### config.mk
export PLATFORM = sky130hd
export DESIGN_NAME = pong_draw_engine
export DESIGN_NICKNAME = d
export VERILOG_FILES = /design/src/rtl/pong_pkg.sv /design/src/rtl/pong_draw_engine_rect_scan.sv /design/src/rtl/pong_draw_engine.sv
export SDC_FILE = /design/constraint.sdc
export NUM_CORES = 1
export LEC_CHECK = 0
export BUFFER_PORTS_ARGS = -buffer_cell sky130_fd_sc_hd__buf_2
export CAP_MARGIN = 20
export CORE_ASPECT_RATIO = 0.6
export CORE_UTILIZATION = 30
export DETAILED_ROUTE_END_ITERATION = 8
export GPL_ROUTABILITY_DRIVEN = 0
export PLACE_DENSITY = 0.43
export SYNTH_ARGS = -nofsm -noshare
export SYNTH_HDL_FRONTEND = slang
export SYNTH_SLANG_ARGS = --single-unit
### constraint.sdc
create_clock -name clock -period 4.6 [get_ports clock]
set_clock_uncertainty 0.15 [all_clocks]
set_input_delay 0.92 -clock clock [delete_from_list [all_inputs] [get_ports clock]]
set_output_delay 0.92 -clock clock [all_outputs]
set_load 0.05 [all_outputs]
### src/rtl/pong_pkg.sv
// Shared screen geometry, colours, coordinate widths and FSM encoding for the pong renderer.
// PONG_CENTER_NET_EN (see pong_draw_engine.sv) makes S_NET reachable.
package pong_pkg;

   localparam int SCREEN_W = 160;
   localparam int SCREEN_H = 120;
   localparam int X_W      = 8;
   localparam int Y_W      = 7;

   localparam logic [2:0] BLACK = 3'b000;
   localparam logic [2:0] WHITE = 3'b111;

   typedef enum logic [3:0] {
      S_IDLE    = 4'd0,
      S_ERASE_L = 4'd1,
      S_ERASE_R = 4'd2,
      S_ERASE_B = 4'd3,
      S_DRAW_L  = 4'd4,
      S_DRAW_R  = 4'd5,
      S_DRAW_B  = 4'd6,
      S_NET     = 4'd7,
      S_FIN     = 4'd8
   } state_e;

   function automatic logic [X_W-1:0] clamp_x(input logic [X_W-1:0] v, input logic [X_W-1:0] lim);
      return (v > lim) ? lim : v;
   endfunction

   function automatic logic [Y_W-1:0] clamp_y(input logic [Y_W-1:0] v, input logic [Y_W-1:0] lim);
      return (v > lim) ? lim : v;
   endfunction

endpackage

### src/rtl/pong_draw_engine_rect_scan.sv
// Row-major rectangle walker: load latches origin/extent, step advances one pixel.
// The current coordinate registers are the pixel outputs themselves.
module rect_scan
   import pong_pkg::*;
(
   input  logic           clk,
   input  logic           rst_n,
   input  logic           load,
   input  logic           step,
   input  logic [X_W-1:0] org_x,
   input  logic [Y_W-1:0] org_y,
   input  logic [X_W-1:0] width,
   input  logic [Y_W-1:0] height,
   output logic [X_W-1:0] px,
   output logic [Y_W-1:0] py,
   output logic           last
);

   logic [X_W-1:0] px_q, px_d, x0_q, x0_d, x1_q, x1_d;
   logic [Y_W-1:0] py_q, py_d, y1_q, y1_d;

   always_comb begin
      px_d = px_q;
      py_d = py_q;
      x0_d = x0_q;
      x1_d = x1_q;
      y1_d = y1_q;
      if (load) begin
         px_d = org_x;
         py_d = org_y;
         x0_d = org_x;
         x1_d = org_x + width - X_W'(1);
         y1_d = org_y + height - Y_W'(1);
      end else if (step) begin
         if (px_q == x1_q) begin
            px_d = x0_q;
            py_d = py_q + Y_W'(1);
         end else begin
            px_d = px_q + X_W'(1);
         end
      end
   end

   always_ff @(posedge clk or negedge rst_n) begin
      if (!rst_n) begin
         px_q <= '0;
         py_q <= '0;
         x0_q <= '0;
         x1_q <= '0;
         y1_q <= '0;
      end else begin
         px_q <= px_d;
         py_q <= py_d;
         x0_q <= x0_d;
         x1_q <= x1_d;
         y1_q <= y1_d;
      end
   end

   assign px   = px_q;
   assign py   = py_q;
   assign last = (px_q == x1_q) && (py_q == y1_q);

endmodule

### src/rtl/pong_draw_engine.sv
// Per-frame sprite renderer feeding the 160x120 VGA adapter: erase old objects, draw new ones.
// Optional `PONG_CENTER_NET_EN adds a dashed centre net drawn after the ball.
module pong_draw_engine
   import pong_pkg::*;
#(
   parameter int         PADDLE_W  = 2,
   parameter int         PADDLE_H  = 16,
   parameter int         BALL_SZ   = 2,
   parameter int         LEFT_X    = 4,
   parameter int         RIGHT_X   = 154,
   parameter logic [2:0] FG_COLOUR = WHITE,
   parameter logic [2:0] BG_COLOUR = BLACK
) (
   input  logic           clock,
   input  logic           resetn,
   input  logic           start,
   input  logic [Y_W-1:0] lpad_y,
   input  logic [Y_W-1:0] rpad_y,
   input  logic [X_W-1:0] ball_x,
   input  logic [Y_W-1:0] ball_y,
   output logic           busy,
   output logic           done,
   output logic [X_W-1:0] x,
   output logic [Y_W-1:0] y,
   output logic [2:0]     colour,
   output logic           plot
);

   localparam logic [Y_W-1:0] PAD_Y_MAX  = Y_W'(SCREEN_H - PADDLE_H);
   localparam logic [X_W-1:0] BALL_X_MAX = X_W'(SCREEN_W - BALL_SZ);
   localparam logic [Y_W-1:0] BALL_Y_MAX = Y_W'(SCREEN_H - BALL_SZ);
   localparam logic [X_W-1:0] NET_X      = X_W'(SCREEN_W / 2 - 1);

   state_e         state_q, state_d, nxt;
   logic           busy_q, busy_d, done_q, done_d, plot_q, plot_d, old_valid_q, old_valid_d;
   logic [2:0]     colour_q, colour_d;
   logic [Y_W-1:0] old_lpad_q, old_lpad_d, old_rpad_q, old_rpad_d, old_by_q, old_by_d;
   logic [Y_W-1:0] new_lpad_q, new_lpad_d, new_rpad_q, new_rpad_d, new_by_q, new_by_d;
   logic [X_W-1:0] old_bx_q, old_bx_d, new_bx_q, new_bx_d;

   logic           load, step, last;
   logic [X_W-1:0] org_x, rect_w, scan_px;
   logic [Y_W-1:0] org_y, rect_h, scan_py;

`ifdef PONG_CENTER_NET_EN
   logic [Y_W-1:0] py_inc;
   assign py_inc = scan_py + Y_W'(1);
`endif

   always_comb begin
      state_d     = state_q;
      busy_d      = busy_q;
      done_d      = done_q;
      plot_d      = plot_q;
      colour_d    = colour_q;
      old_valid_d = old_valid_q;
      old_lpad_d  = old_lpad_q;
      old_rpad_d  = old_rpad_q;
      old_bx_d    = old_bx_q;
      old_by_d    = old_by_q;
      new_lpad_d  = new_lpad_q;
      new_rpad_d  = new_rpad_q;
      new_bx_d    = new_bx_q;
      new_by_d    = new_by_q;
      load        = 1'b0;
      step        = 1'b0;
      org_x       = '0;
      org_y       = '0;
      rect_w      = '0;
      rect_h      = '0;

      case (state_q)
         S_ERASE_L: nxt = S_ERASE_R;
         S_ERASE_R: nxt = S_ERASE_B;
         S_ERASE_B: nxt = S_DRAW_L;
         S_DRAW_L:  nxt = S_DRAW_R;
         S_DRAW_R:  nxt = S_DRAW_B;
`ifdef PONG_CENTER_NET_EN
         S_DRAW_B:  nxt = S_NET;
`else
         S_DRAW_B:  nxt = S_FIN;
`endif
         default:   nxt = S_FIN;
      endcase

      case (state_q)
         S_IDLE: begin
            if (start) begin
               busy_d     = 1'b1;
               new_lpad_d = clamp_y(lpad_y, PAD_Y_MAX);
               new_rpad_d = clamp_y(rpad_y, PAD_Y_MAX);
               new_bx_d   = clamp_x(ball_x, BALL_X_MAX);
               new_by_d   = clamp_y(ball_y, BALL_Y_MAX);
               state_d    = old_valid_q ? S_ERASE_L : S_DRAW_L;
               load       = 1'b1;
            end
         end
         S_FIN: begin
            done_d      = 1'b0;
            busy_d      = 1'b0;
            old_valid_d = 1'b1;
            old_lpad_d  = new_lpad_q;
            old_rpad_d  = new_rpad_q;
            old_bx_d    = new_bx_q;
            old_by_d    = new_by_q;
            state_d     = S_IDLE;
         end
         default: begin
            if (last) begin
               state_d = nxt;
               if (nxt == S_FIN) begin
                  plot_d = 1'b0;
                  done_d = 1'b1;
               end else begin
                  load = 1'b1;
               end
            end else begin
               step = 1'b1;
`ifdef PONG_CENTER_NET_EN
               // Net is dashed: only rows with bit 2 clear are written.
               if (state_q == S_NET) plot_d = ~py_inc[2];
`endif
            end
         end
      endcase

      if (load) begin
         plot_d   = 1'b1;
         colour_d = (state_d inside {S_ERASE_L, S_ERASE_R, S_ERASE_B}) ? BG_COLOUR : FG_COLOUR;
      end

      // Origin of the rectangle being entered; new_*_d covers the load on the start edge.
      case (state_d)
         S_ERASE_L: begin org_x = X_W'(LEFT_X);  org_y = old_lpad_q; rect_w = X_W'(PADDLE_W); rect_h = Y_W'(PADDLE_H); end
         S_ERASE_R: begin org_x = X_W'(RIGHT_X); org_y = old_rpad_q; rect_w = X_W'(PADDLE_W); rect_h = Y_W'(PADDLE_H); end
         S_ERASE_B: begin org_x = old_bx_q;      org_y = old_by_q;   rect_w = X_W'(BALL_SZ);  rect_h = Y_W'(BALL_SZ);  end
         S_DRAW_L:  begin org_x = X_W'(LEFT_X);  org_y = new_lpad_d; rect_w = X_W'(PADDLE_W); rect_h = Y_W'(PADDLE_H); end
         S_DRAW_R:  begin org_x = X_W'(RIGHT_X); org_y = new_rpad_d; rect_w = X_W'(PADDLE_W); rect_h = Y_W'(PADDLE_H); end
         S_DRAW_B:  begin org_x = new_bx_d;      org_y = new_by_d;   rect_w = X_W'(BALL_SZ);  rect_h = Y_W'(BALL_SZ);  end
         S_NET:     begin org_x = NET_X;         org_y = '0;         rect_w = X_W'(1);        rect_h = Y_W'(SCREEN_H); end
         default:   ;
      endcase
   end

   always_ff @(posedge clock or negedge resetn) begin
      if (!resetn) begin
         state_q     <= S_IDLE;
         busy_q      <= 1'b0;
         done_q      <= 1'b0;
         plot_q      <= 1'b0;
         colour_q    <= '0;
         old_valid_q <= 1'b0;
         old_lpad_q  <= '0;
         old_rpad_q  <= '0;
         old_bx_q    <= '0;
         old_by_q    <= '0;
         new_lpad_q  <= '0;
         new_rpad_q  <= '0;
         new_bx_q    <= '0;
         new_by_q    <= '0;
      end else begin
         state_q     <= state_d;
         busy_q      <= busy_d;
         done_q      <= done_d;
         plot_q      <= plot_d;
         colour_q    <= colour_d;
         old_valid_q <= old_valid_d;
         old_lpad_q  <= old_lpad_d;
         old_rpad_q  <= old_rpad_d;
         old_bx_q    <= old_bx_d;
         old_by_q    <= old_by_d;
         new_lpad_q  <= new_lpad_d;
         new_rpad_q  <= new_rpad_d;
         new_bx_q    <= new_bx_d;
         new_by_q    <= new_by_d;
      end
   end

   rect_scan u_scan (
      .clk    (clock),
      .rst_n  (resetn),
      .load   (load),
      .step   (step),
      .org_x  (org_x),
      .org_y  (org_y),
      .width  (rect_w),
      .height (rect_h),
      .px     (scan_px),
      .py     (scan_py),
      .last   (last)
   );

   assign busy   = busy_q;
   assign done   = done_q;
   assign plot   = plot_q;
   assign colour = colour_q;
   assign x      = scan_px;
   assign y      = scan_py;

endmodule
# Word-level counts from Yosys, hierarchy flattened
# Index checks and enable logic that the tools add are counted.
# Widths: inputs -> output; s select.
[totals]
output_inout_bits = 21
in_bits = 32
word_cells = 111
reg_bits = 107
[classes]
n_mux = 43
magnitude_cmp = 4
reduce_logical = 20
addsub = 6
n_bitwise = 1
n_eq_ne = 18
[op_table]
columns = ["op", "count"]
rows = [
  ["$mux 7", 12],
  ["$mux 8", 6],
  ["$pmux 7 s6", 1],
  ["$pmux 8 s5", 1],
  ["$eq 4x3->1 const B", 6],
  ["$gt 7x7->1 const B", 3],
  ["$pmux 7 s3", 1],
  ["$pmux 4 s5", 1],
  ["$eq 4x2->1 const B", 4],
  ["$reduce_bool 2->1", 7],
  ["$mux 1", 12],
  ["$add 8x1->8 const B", 1],
  ["$add 8x2->8", 1],
  ["$eq 4x1->1 const B", 2],
  ["$eq 4x4->1 const B", 2],
  ["$eq 8x8->1", 1],
  ["$gt 8x8->1 const B", 1],
  ["$mux 4", 2],
  ["$pmux 4 s2", 1],
  ["$reduce_or 2->1", 4],
  ["$sub 8x1->8 const B", 1],
  ["$add 7x1->7 const B", 1],
  ["$add 7x7->7", 1],
  ["$eq 7x7->1", 1],
  ["14 further kinds", 19],
]

# Longest topological paths before layout
[depth]
depth_word = 9
depth_mapped = 22

# Modules after synthesis
# A second synthesis with hierarchy kept.
[unflattened]
hier_cells = 652
hier_area_um2 = 6194.7
[by_module_without_submodules]
columns = ["mod", "n_inst", "area_per_inst_um2", "cells_per_inst"]
rows = [
  ["pong_draw_engine", 1, 3415.8, 350],
  ["rect_scan", 1, 2778.9, 302],
]

# Worst setup path after synthesis
# Ideal clock, no wire load.
[synth_timing]
kind = "reg-to-reg"
from = "register u_scan.px_q[6] (netlist: u_scan.px[6])"
to = "register u_scan.x1_q[7]"
synth_period_minus_slack_ns = 4.879
slack_ns = -0.279
setup_ns = 0.126
path_buffers = 0
t_arrival_ns = 4.603
stages_incl_launch_ff = 19
path_cell_list = "dfrtp_1 xor2_1 nor4_4 nand4_4 mux2_4 clkinv_2 a21oi_2 or4_4 ha_1 inv_1 ha_1 fa_1 a21o_1 a21oi_1 o21bai_1 a21oi_1 a21boi_0 nor4b_1 a221o_1"
[synth_via]
elab_chain_cells = 9
elab_cells_between_ends = 20
cone_classes = "2 x add/sub; 8 x eq/ne; 6 x mux; 4 x reduce/logical"
[synth_lines]
columns = ["element", "line_no", "rtl"]
rows = [
  ["from (decl)", "pong_draw_engine_rect_scan.sv:19", "logic [X_W-1:0] px_q, px_d, x0_q, x0_d, x1_q, x1_d;"],
  ["from (signal assigned)", "pong_draw_engine_rect_scan.sv:52", "px_q <= px_d;"],
  ["$eq 8x8->1 *", "pong_draw_engine_rect_scan.sv:62", "assign last = (px_q == x1_q) && (py_q == y1_q);"],
  ["$logic_and 1x1->1 *", "pong_draw_engine_rect_scan.sv:62", ""],
  ["$mux 4", "pong_draw_engine.sv:109", "if (last) begin"],
  ["$pmux 4 s2", "pong_draw_engine.sv:86", "case (state_q)"],
  ["$eq 4x1->1, or another cell as far along", "pong_draw_engine.sv:133", "case (state_d)"],
  ["$reduce_or 6->1 (no source line) / $reduce_or 2->1 (equally long branches)", "--", ""],
  ["$pmux 2 s2 / $pmux 8 s5 (equally long branches)", "pong_draw_engine.sv:133", ""],
  ["$add 8x2->8", "pong_draw_engine_rect_scan.sv:32", "x1_d = org_x + width - X_W'(1);"],
  ["$sub 8x1->8", "pong_draw_engine_rect_scan.sv:32", ""],
  ["to (signal assigned)", "pong_draw_engine_rect_scan.sv:49", "x1_q <= '0;"],
  ["to (signal assigned)", "pong_draw_engine_rect_scan.sv:55", "x1_q <= x1_d;"],
  ["to (decl)", "pong_draw_engine_rect_scan.sv:19", ""],
]
# Every way passes the cells marked *; elsewhere a longest branch is shown, timed or not.
# A chain may end at the register's enable or synchronous reset.

# Worst setup path after layout
[layout_timing]
from = "register u_scan.y1_q[4]"
to = "register u_scan.x1_q[7]"
[layout_via]
elab_chain_cells = 9
elab_cells_between_ends = 20
cone_classes = "2 x add/sub; 8 x eq/ne; 6 x mux; 4 x reduce/logical"
[layout_lines]
columns = ["element", "line_no", "rtl"]
rows = [
  ["from (decl)", "pong_draw_engine_rect_scan.sv:20", "logic [Y_W-1:0] py_q, py_d, y1_q, y1_d;"],
  ["from (signal assigned)", "pong_draw_engine_rect_scan.sv:56", "y1_q <= y1_d;"],
  ["$eq 7x7->1 *", "pong_draw_engine_rect_scan.sv:62", ""],
  ["$logic_and 1x1->1 *", "pong_draw_engine_rect_scan.sv:62", ""],
  ["$mux 4", "pong_draw_engine.sv:109", ""],
  ["$pmux 4 s2", "pong_draw_engine.sv:86", ""],
  ["$eq 4x1->1, or another cell as far along", "pong_draw_engine.sv:133", ""],
  ["$reduce_or 6->1 (no source line) / $reduce_or 2->1 (equally long branches)", "--", ""],
  ["$pmux 2 s2 / $pmux 8 s5 (equally long branches)", "pong_draw_engine.sv:133", ""],
  ["$add 8x2->8", "pong_draw_engine_rect_scan.sv:32", ""],
  ["$sub 8x1->8", "pong_draw_engine_rect_scan.sv:32", ""],
]
# Marks and branches as above.

==> impl_metrics.ini <==
[run_status]
run_status = finished, final reports clean

[grt]
grt_pass1_wl_um = 28740
grt_remaining_overflow = 0
track_usage_pct = 18.60
grt_antenna_before_repair = 0
grt_pass1_vias = 4981
grt_max_degree = 66

[critical_path]
endpoint_kind = flip-flop
cp_max_fo = 5
cp.depth = 19
max_stage_delay_ns = 0.52
critPathLaunchType = flip-flop
r2r_end = u_scan.x1_q[7]$_DFFE_PN0P_
critPathSlowestCell = or4_4
endpoint = u_scan.x1_q[7]$_DFFE_PN0P_
reg2reg_slack_ns = 0.09
arrival_ns = 4.61
crit_start = u_scan.y1_q[4]$_DFFE_PN0P_
timing.rr.start = u_scan.y1_q[4]$_DFFE_PN0P_
crit_buf_inv = 3
critPathTopFamily = simple AND/OR/NAND/NOR gates
worstRegToRegCells = 19
worstPathRequired_ns = 4.70
critical_path_class = flip-flop to flip-flop
crit_chain = xor2_1, nor4_2, buf_4, nand4_4, mux2_4, clkinv_4, nor3_2, or4_4, ha_4, inv_2, ha_4, fa_2, a21o_1, a21oi_2, o21bai_1, a21oi_2, nor3b_2, or2_0, a221o_1

[clock_network]
numCtsBuffers = 9
path_clk_slew_ns = 0.08
ctsHoldBuffers = 0
cts_buffer_depth = 2
root_buffer = clkbuf_16
worst_skew_pair.late_latency_ns = 0.36
cts_tree = yes
h-tree-depth = 3
cts.sinks = 105

[pwr]
static-leakage-power_uw = 0.003627
powerDensity_nw_per_um2 = 227.4
vdd_drop_max_v = 0.0001652

[synthesis]
synth-compound-area-share_pct = 14.37
synth_top_family_by_area = simple AND/OR/NAND/NOR gates
synth_fa_ha_area_share_pct = 4.657
synthMuxAreaShare_pct = 8.223
synth_area_leaders = dfrtp_1 44%, nand2_1 6.5%, mux2_2 6.4%
synth_common_cells = 105 x dfrtp_1, 104 x nand2_1, 40 x nor2_1
synth_cell_types = 68
synth_xor_area_share_pct = 4.405
syn_inst = 626
yosysTopAreaCellShare_pct = 44.05
synth_area_per_cell_sq_um = 9.528
synth.most_common_cell = dfrtp_1
async_reset_ff_share_pct = 100.0
synth_edf_count = 0
synthSimpleGateAreaFrac_pct = 19.93
ys_seq_area_share_pct = 44.05
synth_area_sq_um = 5964
synth-warning-count = 0
yosys.area.top_type = dfrtp_1
ys_seq_elements = 105
syn_nets = 679
synth_ff_type = dfrtp_1

[drt]
postRouteAntennaNets = 0
routedWlPerCell_um = 17.73
vias_per_cell = 5.008
route.met2.wl_um = 7289
drc = 0
routed_wl_um = 17980
firstDrtPassIters = 5
top_layer_used = met4
drt-met1-wl_um = 9774
met3WireLength_um = 688
via_count = 5078
drtIter0Drc = 355

[die]
dieHeight_um = 111.2
die_w_um = 184.0
core_sq_um = 19230
rows = 39
start_util_pct = 31.02
die_area_sq_um = 20470
io-pin-count = 53

[placement]
portBuffers = 52
place_ws_ns = -0.1011
hpwlAfterDp_um = 13550
placed_cells = 988

[final_layout]
instances_no_fill = 1014
layout-drive-gt1-share_pct = 32.09
diodes = 0
fin_nets = 796
area_growth_pct = 26.98

[timing]
setup_viol = 0
fin_crit_sh_pct = 98.08
maxSlewViolCount = 0
worst_slack_ns = 0.08853
tightest_slew_ns = 0.8986
fin_crit_ns = 4.511
relSlewSlack_pct = 40.09
rsz0062_at_grt = yes
finalHoldViolCount = 0
max_freq_mhz = 221.7

[worst_hold_path]
min_path_type = flip-flop to flip-flop

[job]
cap_viol_max_count = 0
==> through the flow <==
step	total power, uW	util, %	hold slack (ns)	TNS (ns)	area (sq um)
2_1_floorplan	946.4	-	0.2882	-0.001624	5998
3_3_place_gp	987.6	36.89	0.3068	-0.03690	7093
3_5_place_dp	988.6	36.89	0.3059	-0.1626	7093
4_1_cts	1744	38.76	0.3319	-0.005243	7452
5_1_grt	1787	39.39	0.3492	-0.1760	7574
6_report	1722	39.39	0.3303	0	7574
==> layout by cell type, fill, tap and decap left out, types with 7 or more instances in the layout <==
cell type and count:
nor2_1 38, a21oi_1 18, nand2_1 104, buf_4 80, dfrtp_1 94, o21ai_0 31
nand3_1 22, xor2_1 22, inv_1 23, clkbuf_16 9, and3_1 9, a21o_1 10
ha_1 17, dfrtp_2 11, mux2i_1 7, mux2_2 34, nand2b_1 11, a31oi_1 9
nor3_1 8, buf_2 51
==> where the power goes <==
group	internal, uW	leakage, uW	switching (uW)
Clock	384	0.000129	369
Combinational	14.7	0.00216	32.2
Sequential	922	0.00134	0
==> tightest hold or removal path, cell delays in order, from the launching register on <==
cell	delay, ns
dfrtp_1	0.34
nand2_1	0.05
nand2_1	0.06
==> cell type report <==
cell class | count | area, sq um
multi-input combinational | 459 | 3211
tap | 266 | 332.8
clock inverter | 4 | 28.78
sequential | 105 | 2641
clock buffer | 12 | 246.5
fill | 2000 | 11650
timing repair buffer | 141 | 1007
inverter | 27 | 106.4
==> cell families (layout without fill, tap and decap cells) <==
family	count (synthesis)	after routing
xor gates and xnor gates	30	30
DFF	105	105
and+or+nand+nor	236	236
AOI/OAI and AO/OA	129	129
muxes	43	43
buffers and inverters	62	184
adders and majority gates	21	21
==> registers in the layout, indices dropped and copies added, names as in the netlist, 8 cells and up <==
register / count
new_bx_q: 8
old_bx_q: 8
u_scan.px: 8
u_scan.x0_q: 8
u_scan.x1_q: 8
==> what timing repair did <==
item / CTS / global route
buffers inserted: 7 / 4
setup endpoints to repair: 1 / 3
endpoints found under the hold margin: 0 / 0
resized for setup: 10 / 24
pin swaps: 15 / 5
gates cloned: 0 / 0
==> worst min-delay path by stage <==
| stage | from | to | slack [ns] | depth (start not counted) |
|---|---|---|---|---|
| 2_1_floorplan | u_scan.x0_q[7]$_DFFE_PN0P_ | u_scan.x0_q[7]$_DFFE_PN0P_ | 0.29 | 2 |
| 3_3_place_gp | u_scan.x0_q[7]$_DFFE_PN0P_ | u_scan.x0_q[7]$_DFFE_PN0P_ | 0.31 | 2 |
| 3_5_place_dp | u_scan.x0_q[7]$_DFFE_PN0P_ | u_scan.x0_q[7]$_DFFE_PN0P_ | 0.31 | 2 |
| 4_1_cts | u_scan.x0_q[7]$_DFFE_PN0P_ | u_scan.x0_q[7]$_DFFE_PN0P_ | 0.33 | 2 |
| 5_1_grt | u_scan.x0_q[7]$_DFFE_PN0P_ | u_scan.x0_q[7]$_DFFE_PN0P_ | 0.35 | 2 |
| 6_report | u_scan.x0_q[7]$_DFFE_PN0P_ | u_scan.x0_q[7]$_DFFE_PN0P_ | 0.33 | 2 |
==> routing by layer <==
metal | global-route usage [%] | up-vias
met2 | 25.40 | 91
met5 | 0 | -
met3 | 3.712 | 16
li1 | - | 2434
met4 | 4.611 | 0
met1 | 29.18 | 2537
No activity file was read; power rests on OpenSTA's default activity.
